--- config.mk ---
export PLATFORM = sky130hd
export DESIGN_NAME = toeplitz_out_ctrl
export DESIGN_NICKNAME = d
export VERILOG_FILES = /design/src/rtl/toeplitz_pkg.sv /design/src/rtl/toeplitz_skid2.sv /design/src/rtl/toeplitz_out_ctrl.sv
export SDC_FILE = /design/constraint.sdc
export NUM_CORES = 1
export LEC_CHECK = 0
export CAP_MARGIN = 30
export CORE_UTILIZATION = 51
export DETAILED_ROUTE_END_ITERATION = 16
export PLACE_DENSITY = 0.8
export REMOVE_ABC_BUFFERS = 1
export SYNTH_ARGS = -nofsm -noshare
export SYNTH_HDL_FRONTEND = slang
export SYNTH_SLANG_ARGS = --single-unit
--- constraint.sdc ---
create_clock -name clk_in -period 4.2 [get_ports clk_in]
set_input_delay 0.42 -clock clk_in [delete_from_list [all_inputs] [get_ports clk_in]]
set_output_delay 0.42 -clock clk_in [all_outputs]
set_load 0.1 [all_outputs]
--- src/rtl/toeplitz_pkg.sv ---
// Shared definitions for the Toeplitz hash output path: FSM encoding, block geometry
// and the header word layout used when TOEP_OUT_HDR_EN is defined.
package toeplitz_pkg;

  localparam int WORDS_PER_BLOCK = 96;
  localparam int DATA_W          = 32;

  localparam logic [15:0] HDR_MAGIC = 16'hA5C3;

  localparam logic [1:0] ST_IDLE  = 2'd0;
  localparam logic [1:0] ST_KICK  = 2'd1;
  localparam logic [1:0] ST_DRAIN = 2'd2;
  localparam logic [1:0] ST_DONE  = 2'd3;

  function automatic logic [DATA_W-1:0] hdr_word(input logic [15:0] cnt);
    return {HDR_MAGIC, cnt};
  endfunction

endpackage

--- src/rtl/toeplitz_skid2.sv ---
// Two-entry valid/ready buffer between the serializer FIFO read port and the stream.
// Exposes occupancy so the controller can budget outstanding FIFO reads.
module toeplitz_skid2 #(
  parameter int W = 32
) (
  input  logic         clk,
  input  logic         rst,
  input  logic         push,
  input  logic [W-1:0] push_data,
  output logic         out_valid,
  output logic [W-1:0] out_data,
  input  logic         out_ready,
  output logic [1:0]   occ
);

  logic [W-1:0] head;
  logic [W-1:0] tail;
  logic         pop;

  assign pop       = out_valid && out_ready;
  assign out_valid = (occ != 2'd0);
  assign out_data  = head;

  // The caller never pushes into a full buffer; a push at occ==2 without a pop is dropped.
  always_ff @(posedge clk or negedge rst) begin
    if (!rst) begin
      head <= '0;
      tail <= '0;
      occ  <= 2'd0;
    end else begin
      case ({push, pop})
        2'b10: begin
          if (occ == 2'd0) begin
            head <= push_data;
          end else if (occ == 2'd1) begin
            tail <= push_data;
          end
          if (occ != 2'd2) begin
            occ <= occ + 2'd1;
          end
        end
        2'b01: begin
          head <= tail;
          occ  <= occ - 2'd1;
        end
        2'b11: begin
          if (occ == 2'd1) begin
            head <= push_data;
          end else begin
            head <= tail;
            tail <= push_data;
          end
        end
        default: ;
      endcase
    end
  end

endmodule

--- src/rtl/toeplitz_out_ctrl.sv ---
// Output sequencer: kicks the word serializer once per held hash result, drains its FIFO
// into a valid/ready stream and acks the hash core. Optional header word: TOEP_OUT_HDR_EN.
module toeplitz_out_ctrl #(
  parameter int WORDS_PER_BLOCK = toeplitz_pkg::WORDS_PER_BLOCK,
  parameter int DATA_W          = toeplitz_pkg::DATA_W,
  parameter int CNT_W           = 16
) (
  input  logic              clk_in,
  input  logic              rst,
  input  logic              enable,
  input  logic              hash_valid,
  output logic              hash_ack,
  output logic              fifo_write,
  input  logic              fifo_empty,
  input  logic [DATA_W-1:0] out_data,
  output logic              input_read,
  output logic [DATA_W-1:0] m_data,
  output logic              m_valid,
  output logic              m_last,
  input  logic              m_ready,
  output logic              busy,
  output logic [CNT_W-1:0]  block_count,
  output logic              ser_rst,
  output logic [1:0]        fsm_state
);
  import toeplitz_pkg::*;

`ifdef TOEP_OUT_HDR_EN
  localparam int FRAME_LEN = WORDS_PER_BLOCK + 1;
`else
  localparam int FRAME_LEN = WORDS_PER_BLOCK;
`endif
  localparam int RD_W   = $clog2(WORDS_PER_BLOCK + 1);
  localparam int BEAT_W = $clog2(FRAME_LEN + 1);

  // Stream handshake: a beat transfers on any rising edge where m_valid && m_ready;
  // while m_valid && !m_ready, m_data and m_last are held unchanged.

  logic [1:0]        state;
  logic [1:0]        state_next;
  logic [RD_W-1:0]   rd_cnt;
  logic [BEAT_W-1:0] beat_cnt;
  logic              rd_pending;
  logic              kick_d;
  logic [1:0]        occ;
  logic [2:0]        credit_used;
  logic              push;
  logic [DATA_W-1:0] push_data;
  logic              accept;
  logic              last_beat;

  assign fsm_state  = state;
  assign ser_rst    = ~rst;
  assign fifo_write = (state == ST_KICK);
  assign busy       = (state == ST_KICK) || (state == ST_DRAIN);
  assign accept     = m_valid && m_ready;
  assign last_beat  = (beat_cnt == BEAT_W'(FRAME_LEN - 1));
  assign m_last     = m_valid && last_beat;

  // Entries held after this cycle's pop plus the read whose word lands next cycle;
  // counting the pop keeps one word per cycle flowing at full rate.
  assign credit_used = {1'b0, occ} - {2'b0, accept} + {2'b0, rd_pending};
  assign input_read  = (state == ST_DRAIN) && !fifo_empty && (credit_used < 3'd2) &&
                       (rd_cnt < RD_W'(WORDS_PER_BLOCK));

`ifdef TOEP_OUT_HDR_EN
  // The header enters the empty buffer during KICK, ahead of any FIFO word.
  assign push      = rd_pending || (state == ST_KICK);
  assign push_data = rd_pending ? out_data : hdr_word(16'(block_count));
`else
  assign push      = rd_pending;
  assign push_data = out_data;
`endif

  toeplitz_skid2 #(
    .W(DATA_W)
  ) u_skid (
    .clk       (clk_in),
    .rst       (rst),
    .push      (push),
    .push_data (push_data),
    .out_valid (m_valid),
    .out_data  (m_data),
    .out_ready (m_ready),
    .occ       (occ)
  );

  always_comb begin
    state_next = state;
    case (state)
      ST_IDLE:  if (enable && hash_valid) state_next = ST_KICK;
      ST_KICK:  state_next = ST_DRAIN;
      ST_DRAIN: if (accept && last_beat) state_next = ST_DONE;
      ST_DONE:  state_next = ST_IDLE;
      default:  state_next = ST_IDLE;
    endcase
  end

  always_ff @(posedge clk_in or negedge rst) begin
    if (!rst) begin
      state       <= ST_IDLE;
      rd_cnt      <= '0;
      beat_cnt    <= '0;
      rd_pending  <= 1'b0;
      kick_d      <= 1'b0;
      hash_ack    <= 1'b0;
      block_count <= '0;
    end else begin
      state      <= state_next;
      rd_pending <= input_read;
      // Ack two cycles after the kick, once the serializer has captured the result.
      kick_d     <= (state == ST_KICK);
      hash_ack   <= kick_d;
      if (state == ST_KICK) begin
        rd_cnt   <= '0;
        beat_cnt <= '0;
      end else begin
        if (input_read) begin
          rd_cnt <= rd_cnt + RD_W'(1);
        end
        if (accept && (state == ST_DRAIN)) begin
          beat_cnt <= beat_cnt + BEAT_W'(1);
        end
      end
      if (state == ST_DONE) begin
        block_count <= block_count + CNT_W'(1);
      end
    end
  end

endmodule
==> metrics.csv <==
stage;metric;value;unit
sta;Worst-Margin Slew;1013;ps
critical_path;crit path capture;input_read;
placed_design;I/O Buffers;94;
critical_path;critical path depth;11;
global_routing;GRT met1 Usage;0.2579;
final_layout;diode count;0;
global_routing;largest net degree at the start of global routing;73;
logic_synthesis;post-synthesis cell type count;36;
sta;f_max;288.8;MHz
logic_synthesis;Main synth FF type;dfrtp_1;
route;number of remaining DRC errors;0;
critical_path;Critical-path top delay cell;dfrtp_1;
final_layout;area growth from synthesis to layout;29.04;%
sta;Tcrit/Tclk final;0.8244;
floorplanning;# rows;33;
clock_tree;clock-pin slew on the worst setup and hold paths;90;ps
clock_tree;root buffer cell;clkbuf_8;
sta;unrepaired setup endpoints after global routing;no;
critical_path;worst-case reg-to-reg path depth;11;
critical_path;crit path max fanout;13;
critical_path;WP data required;3780;ps
logic_synthesis;Mapped Cells;383;
route;final wirelength;8593;um
critical_path;Critical path origin;u_skid.occ[1];
global_routing;vias in the first global route;3042;
floorplanning;Die Y;95.64;um
final_layout;multi-input logic area;1848;um2
critical_path;slowest stage delay, CP;440;ps
floorplanning;Initial Utilization;0.5362;
sta;Hold Fails Final Rpt;0;
clock_tree;worst-case clock buffer depth;2;
hold_path;hold crit path type;reg -> reg;
logic_synthesis;Post-synth EDFFs;0;
global_routing;global route overflow;0;
placed_design;Placer Congestion;0.8520;
route;vias per cell;5.220;
critical_path;Worst Path Buf+Inv;4;
final_layout;most frequent cells in the layout;dfrtp_1, clkdlybuf4s50_1, nand2_1, o21ai_0;
sta;clock skew;9.777;ps
sta;Slew Viols, Final;0;
critical_path;cell-by-cell trace of the critical path;inv_1, ha_1, nor2b_1, buf_4, and2_1, o21ai_0, fa_1, xnor2_1, nand3_2, inv_1, buf_12;
clock_tree;Clock Sinks;101;
global_routing;routing usage on met2;0.3375;
final_layout;layout cells sized above 1;0.1224;
global_routing;first-pass GRT wire length;14170;um
critical_path;R2R setup slack;1140;ps
clock_tree;clk_lat worst skew;350;ps
logic_synthesis;Syn. warnings;0;
clock_tree;CTS tree;built;
logic_synthesis;Post-Syn Area;4472;um2
clock_tree;CTS Buf Count;9;
hold_path;Worst Hold Launch;kick_d;
logic_synthesis;Mean Syn Cell Area;11.68;um2
logic_synthesis;sequential share of the synthesized area;0.5652;
critical_path;Reg2Reg Launch Point;u_skid.occ[1];
route;antenna-violating nets left;0;
route;DRT Pass-1 Iters;4;
floorplanning;core area;8341;um2
critical_path;CP endpoint kind;output port;
route;via count;3064;
critical_path;CP delay by family, top;buffers and inverters;
outcome;status;finished, final reports clean;
critical_path;CP Class;reg -> out;
route;number of DRC markers in iteration 0;77;
critical_path;crit path launch type;register;
critical_path;worst reg2reg endpoint;rd_cnt[5];
sta;Worst slew margin;0.3225;
clock_tree;CTS H-tree lvls;3;
flow_run;Max-Cap Viols;0;
placed_design;post-DP HPWL;5992;um
floorplanning;DIE AREA;9147;um2
critical_path;critical path arrival;3040;ps
sta;Final Critical Period;3463;ps
final_layout;sequential cell area;2527;um2
sta;TNS Setup;0;ps
global_routing;initial antenna violation count;0;
global_routing;gr usage total;0.2030;
floorplanning;Ports;95;
route;WL/cell;14.64;um
sta;final setup violation count;0;
global_routing;gr busiest metal;met2;
logic_synthesis;Post-synth ARST share;1.000;
critical_path;Most common cell on crit path;inv_1;
final_layout;Final #Nets;527;
global_routing;grt met3 use;0.05582;
logic_synthesis;Synth Register Bits;101;
final_layout;commonest non-fill, non-tap cell in the layout;dfrtp_1;
clock_tree;post-CTS sizing;0;
floorplanning;Die X;95.64;um
final_layout;Filler Cells Inserted;630;
[worst min-delay path by stage]
stage             endpoint  slack [ps]  cells after the start
2_1_floorplan  beat_cnt[0]         120                      0
3_3_place_gp      hash_ack         340                      0
3_5_place_dp      hash_ack         340                      0
4_1_cts           hash_ack         350                      0
5_1_grt           hash_ack         350                      0
6_report          hash_ack         350                      0
[layout make-up]
| type | count | share of cell area |
|---|---|---|
| well taps | 105 | 0.02277 |
| flip-flops and latches | 101 | 0.4380 |
| clock buffers | 10 | 0.02212 |
| clock inverters | 5 | 0.01496 |
| multi-input cells | 255 | 0.3203 |
| inverters | 11 | 0.007155 |
| repair buffers | 100 | 0.1748 |
[Yosys cell counts (all sizes together) (2+ instances only)]
library cell,instances,area (um2)
dfrtp,101,2527
nand2,49,183.9
o21ai,37,185.2
mux2,34,382.9
mux2i,33,330.3
xnor2,15,131.4
nor2,13,48.80
xor2,12,105.1
inv,11,41.29
nand3,11,60.06
ha,10,125.1
clkbuf,9,33.78
buf,7,35.03
nor3,7,35.03
nand4,6,37.54
a21oi,5,25.02
and3,3,18.77
and2,2,12.51
and3b,2,18.77
and4,2,17.52
nand3b,2,15.01
[flip-flops by register name (all words and copies together) (netlist names)]
signal / flops
u_skid.out_data: 32
u_skid.tail: 32
block_count: 16
beat_cnt: 7
rd_cnt: 7
fsm_state: 2
u_skid.occ: 2
hash_ack: 1
kick_d: 1
push: 1
[worst register-to-register path, delay by kind of cell (launching register included)]
family	cells	cell delay, ps
flops	1	440
buf+inv	2	300
xor+xnor	1	310
compound gates	2	270
simple gates	4	990
fa+ha+maj	2	670
[cells by family after synthesis]
logic type,Yosys count,share of synthesized area
AO/OA/AOI/OAI,47,0.05568
XOR/XNOR,27,0.05288
adder cells (fa/ha/maj),11,0.03246
buffers and inverters,27,0.02462
flip-flops,101,0.5652
multiplexers,67,0.1595
AND/OR/NAND/NOR,103,0.1097
[routing by layer]
layer	vias to the layer above	routed length [um]
li1	1508	-
met1	1480	3749
met2	64	4361
met3	12	343
met4	0	138
met5	-	0
[per-stage QoR]
| stage | hold slack, ps | utilization | instance area (um2) | setup slack, ps | cells |
|---|---|---|---|---|---|
| 4_1_cts | 346.3 | 0.6919 | 5771 | 685.0 | 587 |
| 6_report | 346.5 | 0.6919 | 5771 | 737.5 | 587 |
| 3_5_place_dp | 335.5 | 0.6650 | 5547 | 945.2 | 571 |
| 5_1_grt | 351.5 | 0.6919 | 5771 | 460.8 | 587 |
| 2_1_floorplan | 124.4 | - | 4403 | 812.6 | 367 |
| 3_3_place_gp | 336.7 | 0.6626 | 5527 | 1005 | 570 |
[what timing repair did]
item                      in CTS  in global routing
hold endpoints to repair      29                  0
buffers inserted               0                  0
hold buffers                   1                  0
Power is not shown: default switching activity piles up to over one toggle a cycle in this logic, so the estimate is an artifact.
